===== src/rtl/wb_arbiter.sv =====
// Writeback arbiter for the single regfile write port.
// Pipe has default priority, MDU/LSU round-robin, starvation override.
module wb_arbiter #(
    parameter int XLEN         = 64,
    parameter int REG_ADDR_W   = 5,
    parameter int STARVE_LIMIT = 8
) (
    input  logic                  clk,
    input  logic                  rst,
    input  logic                  pipe_valid,
    input  logic [REG_ADDR_W-1:0] pipe_rd,
    input  logic [XLEN-1:0]       pipe_data,
    output logic                  pipe_ready,
    input  logic                  mdu_valid,
    input  logic [REG_ADDR_W-1:0] mdu_rd,
    input  logic [XLEN-1:0]       mdu_data,
    output logic                  mdu_ready,
    input  logic                  lsu_valid,
    input  logic [REG_ADDR_W-1:0] lsu_rd,
    input  logic [XLEN-1:0]       lsu_data,
    output logic                  lsu_ready,
    output logic                  w_ena,
    output logic [REG_ADDR_W-1:0] w_addr,
    output logic [XLEN-1:0]       w_data,
    output logic [1:0]            wb_src
);

    localparam int CW = $clog2(STARVE_LIMIT + 1);
    localparam logic [CW-1:0] LIM = CW'(STARVE_LIMIT);

    typedef enum logic [1:0] {
        SRC_NONE = 2'd0,
        SRC_PIPE = 2'd1,
        SRC_MDU  = 2'd2,
        SRC_LSU  = 2'd3
    } src_e;

    // rr_q: 0 selects MDU next, 1 selects LSU next
    logic                  rr_q, rr_d;
    logic [CW-1:0]         mdu_cnt_q, mdu_cnt_d;
    logic [CW-1:0]         lsu_cnt_q, lsu_cnt_d;
    logic                  w_ena_q, w_ena_d;
    logic [REG_ADDR_W-1:0] w_addr_q, w_addr_d;
    logic [XLEN-1:0]       w_data_q, w_data_d;
    src_e                  src_q, src_d;

    src_e                  gnt;
    logic                  mdu_starved;
    logic                  lsu_starved;
    logic                  rr_pick;
    logic [REG_ADDR_W-1:0] sel_rd;
    logic [XLEN-1:0]       sel_data;

    assign mdu_starved = mdu_valid && (mdu_cnt_q == LIM);
    assign lsu_starved = lsu_valid && (lsu_cnt_q == LIM);
    assign rr_pick     = rr_q;

    // Grant selection: starved side source, then pipe, then round-robin
    always_comb begin
        gnt = SRC_NONE;
        if (!rst) begin
            gnt = SRC_NONE;
        end else if (mdu_starved && lsu_starved) begin
            gnt = rr_pick ? SRC_LSU : SRC_MDU;
        end else if (mdu_starved) begin
            gnt = SRC_MDU;
        end else if (lsu_starved) begin
            gnt = SRC_LSU;
        end else if (pipe_valid) begin
            gnt = SRC_PIPE;
        end else if (mdu_valid && lsu_valid) begin
            gnt = rr_pick ? SRC_LSU : SRC_MDU;
        end else if (mdu_valid) begin
            gnt = SRC_MDU;
        end else if (lsu_valid) begin
            gnt = SRC_LSU;
        end
    end

    assign pipe_ready = (gnt == SRC_PIPE);
    assign mdu_ready  = (gnt == SRC_MDU);
    assign lsu_ready  = (gnt == SRC_LSU);

    // Route the winning request toward the write-port registers
    always_comb begin
        sel_rd   = '0;
        sel_data = '0;
        case (gnt)
            SRC_PIPE: begin
                sel_rd   = pipe_rd;
                sel_data = pipe_data;
            end
            SRC_MDU: begin
                sel_rd   = mdu_rd;
                sel_data = mdu_data;
            end
            SRC_LSU: begin
                sel_rd   = lsu_rd;
                sel_data = lsu_data;
            end
            default: begin
                sel_rd   = '0;
                sel_data = '0;
            end
        endcase
    end

    // Next write-port values; x0 writes are suppressed but keep their source tag
    always_comb begin
        w_ena_d  = (gnt != SRC_NONE) && (sel_rd != '0);
        w_addr_d = w_ena_d ? sel_rd : '0;
        w_data_d = w_ena_d ? sel_data : '0;
        src_d    = gnt;
    end

    // Pointer and starvation counter next state
    always_comb begin
        rr_d = rr_q;
        if (gnt == SRC_MDU) begin
            rr_d = 1'b1;
        end else if (gnt == SRC_LSU) begin
            rr_d = 1'b0;
        end

        mdu_cnt_d = mdu_cnt_q;
        if (!mdu_valid || gnt == SRC_MDU) begin
            mdu_cnt_d = '0;
        end else if (mdu_cnt_q != LIM) begin
            mdu_cnt_d = mdu_cnt_q + CW'(1);
        end

        lsu_cnt_d = lsu_cnt_q;
        if (!lsu_valid || gnt == SRC_LSU) begin
            lsu_cnt_d = '0;
        end else if (lsu_cnt_q != LIM) begin
            lsu_cnt_d = lsu_cnt_q + CW'(1);
        end
    end

    // State and registered write-port outputs
    always_ff @(posedge clk or negedge rst) begin
        if (!rst) begin
            rr_q      <= 1'b0;
            mdu_cnt_q <= '0;
            lsu_cnt_q <= '0;
            w_ena_q   <= 1'b0;
            w_addr_q  <= '0;
            w_data_q  <= '0;
            src_q     <= SRC_NONE;
        end else begin
            rr_q      <= rr_d;
            mdu_cnt_q <= mdu_cnt_d;
            lsu_cnt_q <= lsu_cnt_d;
            w_ena_q   <= w_ena_d;
            w_addr_q  <= w_addr_d;
            w_data_q  <= w_data_d;
            src_q     <= src_d;
        end
    end

    assign w_ena  = w_ena_q;
    assign w_addr = w_addr_q;
    assign w_data = w_data_q;
    assign wb_src = src_q;

endmodule


===== config.mk =====
export PLATFORM = sky130hd
export DESIGN_NAME = wb_arbiter
export DESIGN_NICKNAME = d
export VERILOG_FILES = /design/src/rtl/wb_arbiter.sv
export SDC_FILE = /design/constraint.sdc
export NUM_CORES = 1
export LEC_CHECK = 0
export BUFFER_PORTS_ARGS = -buffer_cell sky130_fd_sc_hd__buf_2
export CORE_ASPECT_RATIO = 1.5
export CORE_MARGIN = 1.5
export CORE_UTILIZATION = 39
export CTS_CLUSTER_SIZE = 28
export DETAILED_ROUTE_END_ITERATION = 8
export GPL_ROUTABILITY_DRIVEN = 0
export PLACE_DENSITY = 0.71
export SLEW_MARGIN = 5
export SYNTH_ARGS = -nofsm -noshare
export SYNTH_HDL_FRONTEND = slang
export SYNTH_SLANG_ARGS = --single-unit

===== constraint.sdc =====
create_clock -name clk -period 4.2 [get_ports clk]
set_clock_uncertainty 0.05 [all_clocks]
set_input_delay 0.84 -clock clk [delete_from_list [all_inputs] [get_ports clk]]
set_output_delay 0.84 -clock clk [all_outputs]
set_load 0.01 [all_outputs]

After elaboration in Yosys (flattened, before gate mapping)
Cells that the tools add are included.
{ "classes": {"eq_ne": 7, "add_sub_neg": 2, "n_mux": 19, "n_reduce_logical": 14} }
{ "op_table": {"columns": ["operator", "n"], "rows": [
  ["64-bit one-hot mux with 3 select lines", 1],
  ["64-bit 2-to-1 mux", 1],
  ["2-bit 2-to-1 mux", 8],
  ["4-bit 2-to-1 mux", 4],
  ["5-bit one-hot mux with 3 select lines", 1],
  ["4-bit by 1-bit adder with 4-bit output, second input constant", 2],
  ["4-bit equality test, second input constant", 2],
  ["4-bit != test, second input constant", 2],
  ["2-bit nonzero test", 4],
  ["1-bit logical AND", 5],
  ["5-bit 2-to-1 mux", 1],
  ["5-bit nonzero test", 1],
  ["2-bit equality test, second input constant", 2],
  ["1-bit 2-to-1 mux", 3],
  ["2-bit by 1-bit equality test with 1-bit output, second input constant", 1],
  ["1-bit zero test", 2],
  ["1-bit logical OR", 2]
]} }
{ "word_totals": {"word_cells": 49, "inputBits": 212, "register_bits": 81, "output_inout_bits": 75} }

Logic depth before layout (Yosys ltp)
{ "depth": {"depth_word": 13, "depth_mapped": 9, "ltp_nobuf": 6} }

Worst setup path after synthesis
Ideal clock, no wire load.
{ "synth_path": {"path_kind": "in2out", "start": "input lsu_valid", "end": "output lsu_ready", "t_arrival_ns": 2.145, "required_time_ns": 3.310, "setup_slack_ns": 1.165, "n_path_buf": 2, "stages": 6, "path_cell_list": "buf_6 or2_2 a22oi_1 a21o_1 buf_1 nor2_1"} }
{ "synth_via": {"elab_chain_cells": 9, "word_cells_on_any_way": 12, "cone_classes": "1 x eq/ne; 8 x mux; 3 x reduce/logical"} }
{ "synth_rtl": {"columns": ["element", "line", "rtl"], "rows": [
  ["start, declared", "18", "input logic lsu_valid,"],
  ["2-bit 2-to-1 mux", "75", "end else if (lsu_valid) begin"],
  ["2-bit 2-to-1 mux", "73", "end else if (mdu_valid) begin"],
  ["2-bit 2-to-1 mux", "71", "end else if (mdu_valid && lsu_valid) begin"],
  ["2-bit 2-to-1 mux", "69", "end else if (pipe_valid) begin"],
  ["2-bit 2-to-1 mux", "67", "end else if (lsu_starved) begin"],
  ["2-bit 2-to-1 mux", "65", "end else if (mdu_starved) begin"],
  ["2-bit 2-to-1 mux (*)", "63", "end else if (mdu_starved && lsu_starved) begin"],
  ["2-bit 2-to-1 mux (*)", "61", "if (!rst) begin"],
  ["2-bit equality test (*)", "82", "assign lsu_ready = (gnt == SRC_LSU);"],
  ["end, declared", "21", "output logic lsu_ready,"]
]} }
Mark *: on every way between the ends. The rest lies on a longest branch, timed or not.

Worst setup path in the final report
{ "layout_path": {"start": "register lsu_cnt_q[0]", "end": "output pipe_ready"} }
{ "layout_via": {"elab_chain_cells": 7, "word_cells_on_any_way": 8, "cone_classes": "2 x eq/ne; 4 x mux; 2 x reduce/logical"} }
{ "layout_rtl": {"columns": ["element", "line", "rtl"], "rows": [
  ["start, declared", "41", "logic [CW-1:0] lsu_cnt_q, lsu_cnt_d;"],
  ["start signal, assigned", "153", "lsu_cnt_q <= lsu_cnt_d;"],
  ["4-bit equality test (*)", "55", "assign lsu_starved = lsu_valid && (lsu_cnt_q == LIM);"],
  ["1-bit logical AND (*)", "55", null],
  ["2-bit 2-to-1 mux", "67", null],
  ["2-bit 2-to-1 mux", "65", null],
  ["2-bit 2-to-1 mux (*)", "63", null],
  ["2-bit 2-to-1 mux (*)", "61", null],
  ["via gnt[1]", "47", "src_e gnt;"],
  ["2-bit by 1-bit equality test with 1-bit output (*)", "80", "assign pipe_ready = (gnt == SRC_PIPE);"],
  ["end, declared", "13", "output logic pipe_ready,"]
]} }
The timed path passes the listed nets; every way through them passes the cells marked *.

==> run_results.csv <==
group,metric,value,unit
yosys,avgSynthCellArea,9.63,sq um
route,num_vias,6307,
floorplanning,ios,287,
worst_setup_path,r2r-end,"w_data[29]",
sta,slew_viol_final,0,
min_path,worst_hold_path_type,"primary input to async pin",
final_layout,nNetsFinal,1009,
sta,setup_viol,0,
sta,period_needed,3490,ps
yosys,ys_async_sr_fraction,100,%
pwr,power_frac_clock,36.1,%
global_routing,grt_pass1_wl,31.7,mm
clock_network,cts_tree,"done",
worst_setup_path,crit_required,3310,ps
yosys,ys_top_cells_by_area,"dfrtp_1 (36%), nand4_1 (15%), a221o_1 (11%)",
yosys,synth.most_common_cell,"nand4_1",
worst_setup_path,arrival,2600,ps
global_routing,gr-total-overflow,0,
route,wl_per_cell,21.4,um
worst_setup_path,crit_path_cell_trace,"inv_1 -> ha_1 -> and4b_2 -> o31ai_4 -> inv_1 -> nor2_1 -> buf_2",
floorplanning,rows,53,
global_routing,grt_max_degree,84,
sta,worstMarginPinSlew,879,ps
pwr,p_comb_share,26.0,%
sta,slew_headroom,41.4,%
pwr,p_sw_share,30.4,%
worst_setup_path,critical_path_class,"flip-flop to output pin",
yosys,synth.cell_area,0.00558,sq mm
place,hpwlAfterDp,14.0,mm
pwr,ir_worst_vdd,160,uV
sta,holdWs,570,ps
pwr,power_density,321,mW/mm^2
floorplanning,die-height,149,um
route,routed_wl,21.2,mm
global_routing,grt_pass1_vias,6000,
sta,setup_tns,0,ps
worst_setup_path,cp-end-kind,"output pin",
route,dr.pass1.iters,5,
worst_setup_path,cp_max_fo,34,
global_routing,grt_antenna_before_repair,2,
clock_network,cts_htree_levels,3,
yosys,ys_warn_count,0,
clock_network,clk_latency,340,ps
sta,grt_setup_unrepaired,"no",
sta,layout_setup_ws,714,ps
floorplanning,coreArea,0.0140,sq mm
worst_setup_path,startpoint_type,"flip-flop",
floorplanning,start_util,39.8,%
floorplanning,die_area,0.0150,sq mm
clock_network,cts_hold_buf,0,
pwr,p_int,1630,uW
yosys,synth_top_cells_by_count,"nand4_1 (130), dfrtp_1 (81), o31ai_1 (65)",
worst_setup_path,worstRegToRegCells,8,
floorplanning,die_w,101,um
worst_setup_path,rrSetupSlack,890,ps
clock_network,ctsRootBufferMaster,"clkbuf_16",
yosys,syn-num-nets,795,
pwr,p_leak,0.00371,uW
sta,finalHoldViolCount,0,
global_routing,grt_use_total,27.0,%
worst_setup_path,crit_top_cell,"inv_1",
route,viasPerCell,6.36,
yosys,synth_top_area_cell,"dfrtp_1",
final_layout,syn2layout_area_growth,30.6,%
yosys,synth_edf_count,0,
job,maxCapViolCount,0,
place,dpl_worst_slack,576,ps
route,detail-route-antenna-nets,0,
final_layout,layout-drive-gt1-share,43.4,%
yosys,ys.flop_type,"dfrtp_1",
yosys,synth.distinct_cells,41,
place,numPortBuffers,286,
worst_setup_path,r2r-start,"lsu_cnt_q[0]",
pwr,p_sw,712,uW
route,dr.first_iter.drc_count,511,
worst_setup_path,slowest_delay,620,ps
clock_network,cts_made_buffers,9,
sta,finalCritPeriodShare,83.0,%
clock_network,clkSinkCount,81,
worst_setup_path,slowest_stage,"o31ai_4",
clock_network,clk_pin_slew,60,ps
clock_network,cts_max_path_buffers,2,
yosys,ys_ff_latch,81,
clock_network,cts-resized-gates,0,
sta,max_freq,287,MHz
route,drc,0,
status,status,"finished, final reports clean",
yosys,seq_area_frac_synth,36.4,%
clock_network,post_cts_buffers,0,
pwr,pwr-share-seq,37.9,%
yosys,netlist_instances,579,
yosys,synth_top_area_share,36.4,%
[logic make-up (layout without fill, tap and decap cells)]
kind of cell / Yosys count / in the layout / share of synthesized area (%)
buffers and inverters: 109 / 328 / 9.34
AO/OA/AOI/OAI: 214 / 214 / 33.5
multiplexers: 9 / 9 / 1.75
flip-flops: 81 / 81 / 36.4
AND/OR/NAND/NOR: 157 / 157 / 17.4
XOR/XNOR: 5 / 5 / 0.786
adder cells (fa/ha/maj): 4 / 4 / 0.898
other: 0 / 2 / 0
[layout by cell type (no fill, tap or decap), drive strengths merged]
cell type	instances
inv	8
o2bb2ai	6
a221oi	1
nand4	130
clkinvlp	1
mux2i	6
or2	1
dfrtp	81
mux2	3
and2	1
a211oi	1
nand3b	1
o31ai	66
clkinv	4
and4b	2
a221o	64
bufinv	2
o311ai	1
nor3	7
clkbuf	9
nor2	5
xor2	2
a21oi	1
and3b	1
a22oi	66
diode	2
o21bai	1
xnor2	3
nand4b	2
nand2	4
ha	4
a311o	1
o211a	4
o21ba	1
a21o	1
buf	304
nand3	3
[power by group through the flow]
stage / Sequential, uW / Clock (uW) / Combinational (uW)
after floorplan: 930 / 0 / 309
after global placement: 902 / 0 / 600
after global routing: 894 / 898 / 657
after detailed placement: 901 / 0 / 604
final: 887 / 845 / 609
after CTS: 887 / 860 / 604
[routing by layer]
metal | share of wire (%) | routed length, um | global-route usage (%) | vias to the layer above
met5 | 0 | 0 | 0 | -
met4 | 3.5 | 733 | 12.2 | 0
met3 | 8.5 | 1810 | 4.95 | 49
met2 | 51 | 10700 | 45.7 | 390
met1 | 37 | 7950 | 33.0 | 3011
li1 | - | - | - | 2857
[critical path: cells and delay by family (launching register included)]
kind / cells / cell delay [ps]
AO/OA/AOI/OAI: 1 / 620
adder cells (fa/ha/maj): 1 / 230
buffers and inverters: 3 / 350
flip-flops: 1 / 410
AND/OR/NAND/NOR: 2 / 630
[stage by stage]
step	power [uW]	utilization (%)	cells	cell area, sq um
final	2340	52.1	992	7280
after CTS	2350	52.0	990	7280
after global routing	2450	52.1	992	7280
after global placement	1500	49.7	974	6960
after detailed placement	1500	49.7	974	6960
after floorplan	1240	-	579	5580
[state kept, by name, indices dropped and copies added, names as in the netlist]
signal and count:
lsu_cnt_q 4, mdu_cnt_q 4, rr_pick 1, w_addr 5, w_data 64, w_ena 1, wb_src 2
[layout make-up]
cell class	count	area (sq um)
Antenna cell	2	5.00
Inverter	8	30.0
Sequential cell	81	2030
Clock buffer	9	225
Fill cell	1352	6710
Timing Repair Buffer	304	1570
Clock inverter	7	95.1
Multi-Input combinational cell	389	3090
Tap cell	192	240
[worst max path at each step]
| stage | start | endpoint | slack, ps | depth (start not counted) |
|---|---|---|---|---|
| 2_1_floorplan | lsu_valid | lsu_ready | 1170 | 6 |
| 3_3_place_gp | lsu_valid | w_data[38] | 670 | 7 |
| 3_5_place_dp | lsu_valid | w_data[18] | 580 | 7 |
| 4_1_cts | lsu_cnt_q[0] | pipe_ready | 710 | 7 |
| 5_1_grt | lsu_cnt_q[0] | pipe_ready | 550 | 7 |
| 6_report | lsu_cnt_q[0] | pipe_ready | 710 | 7 |
No activity file was read; power rests on OpenSTA's default activity.
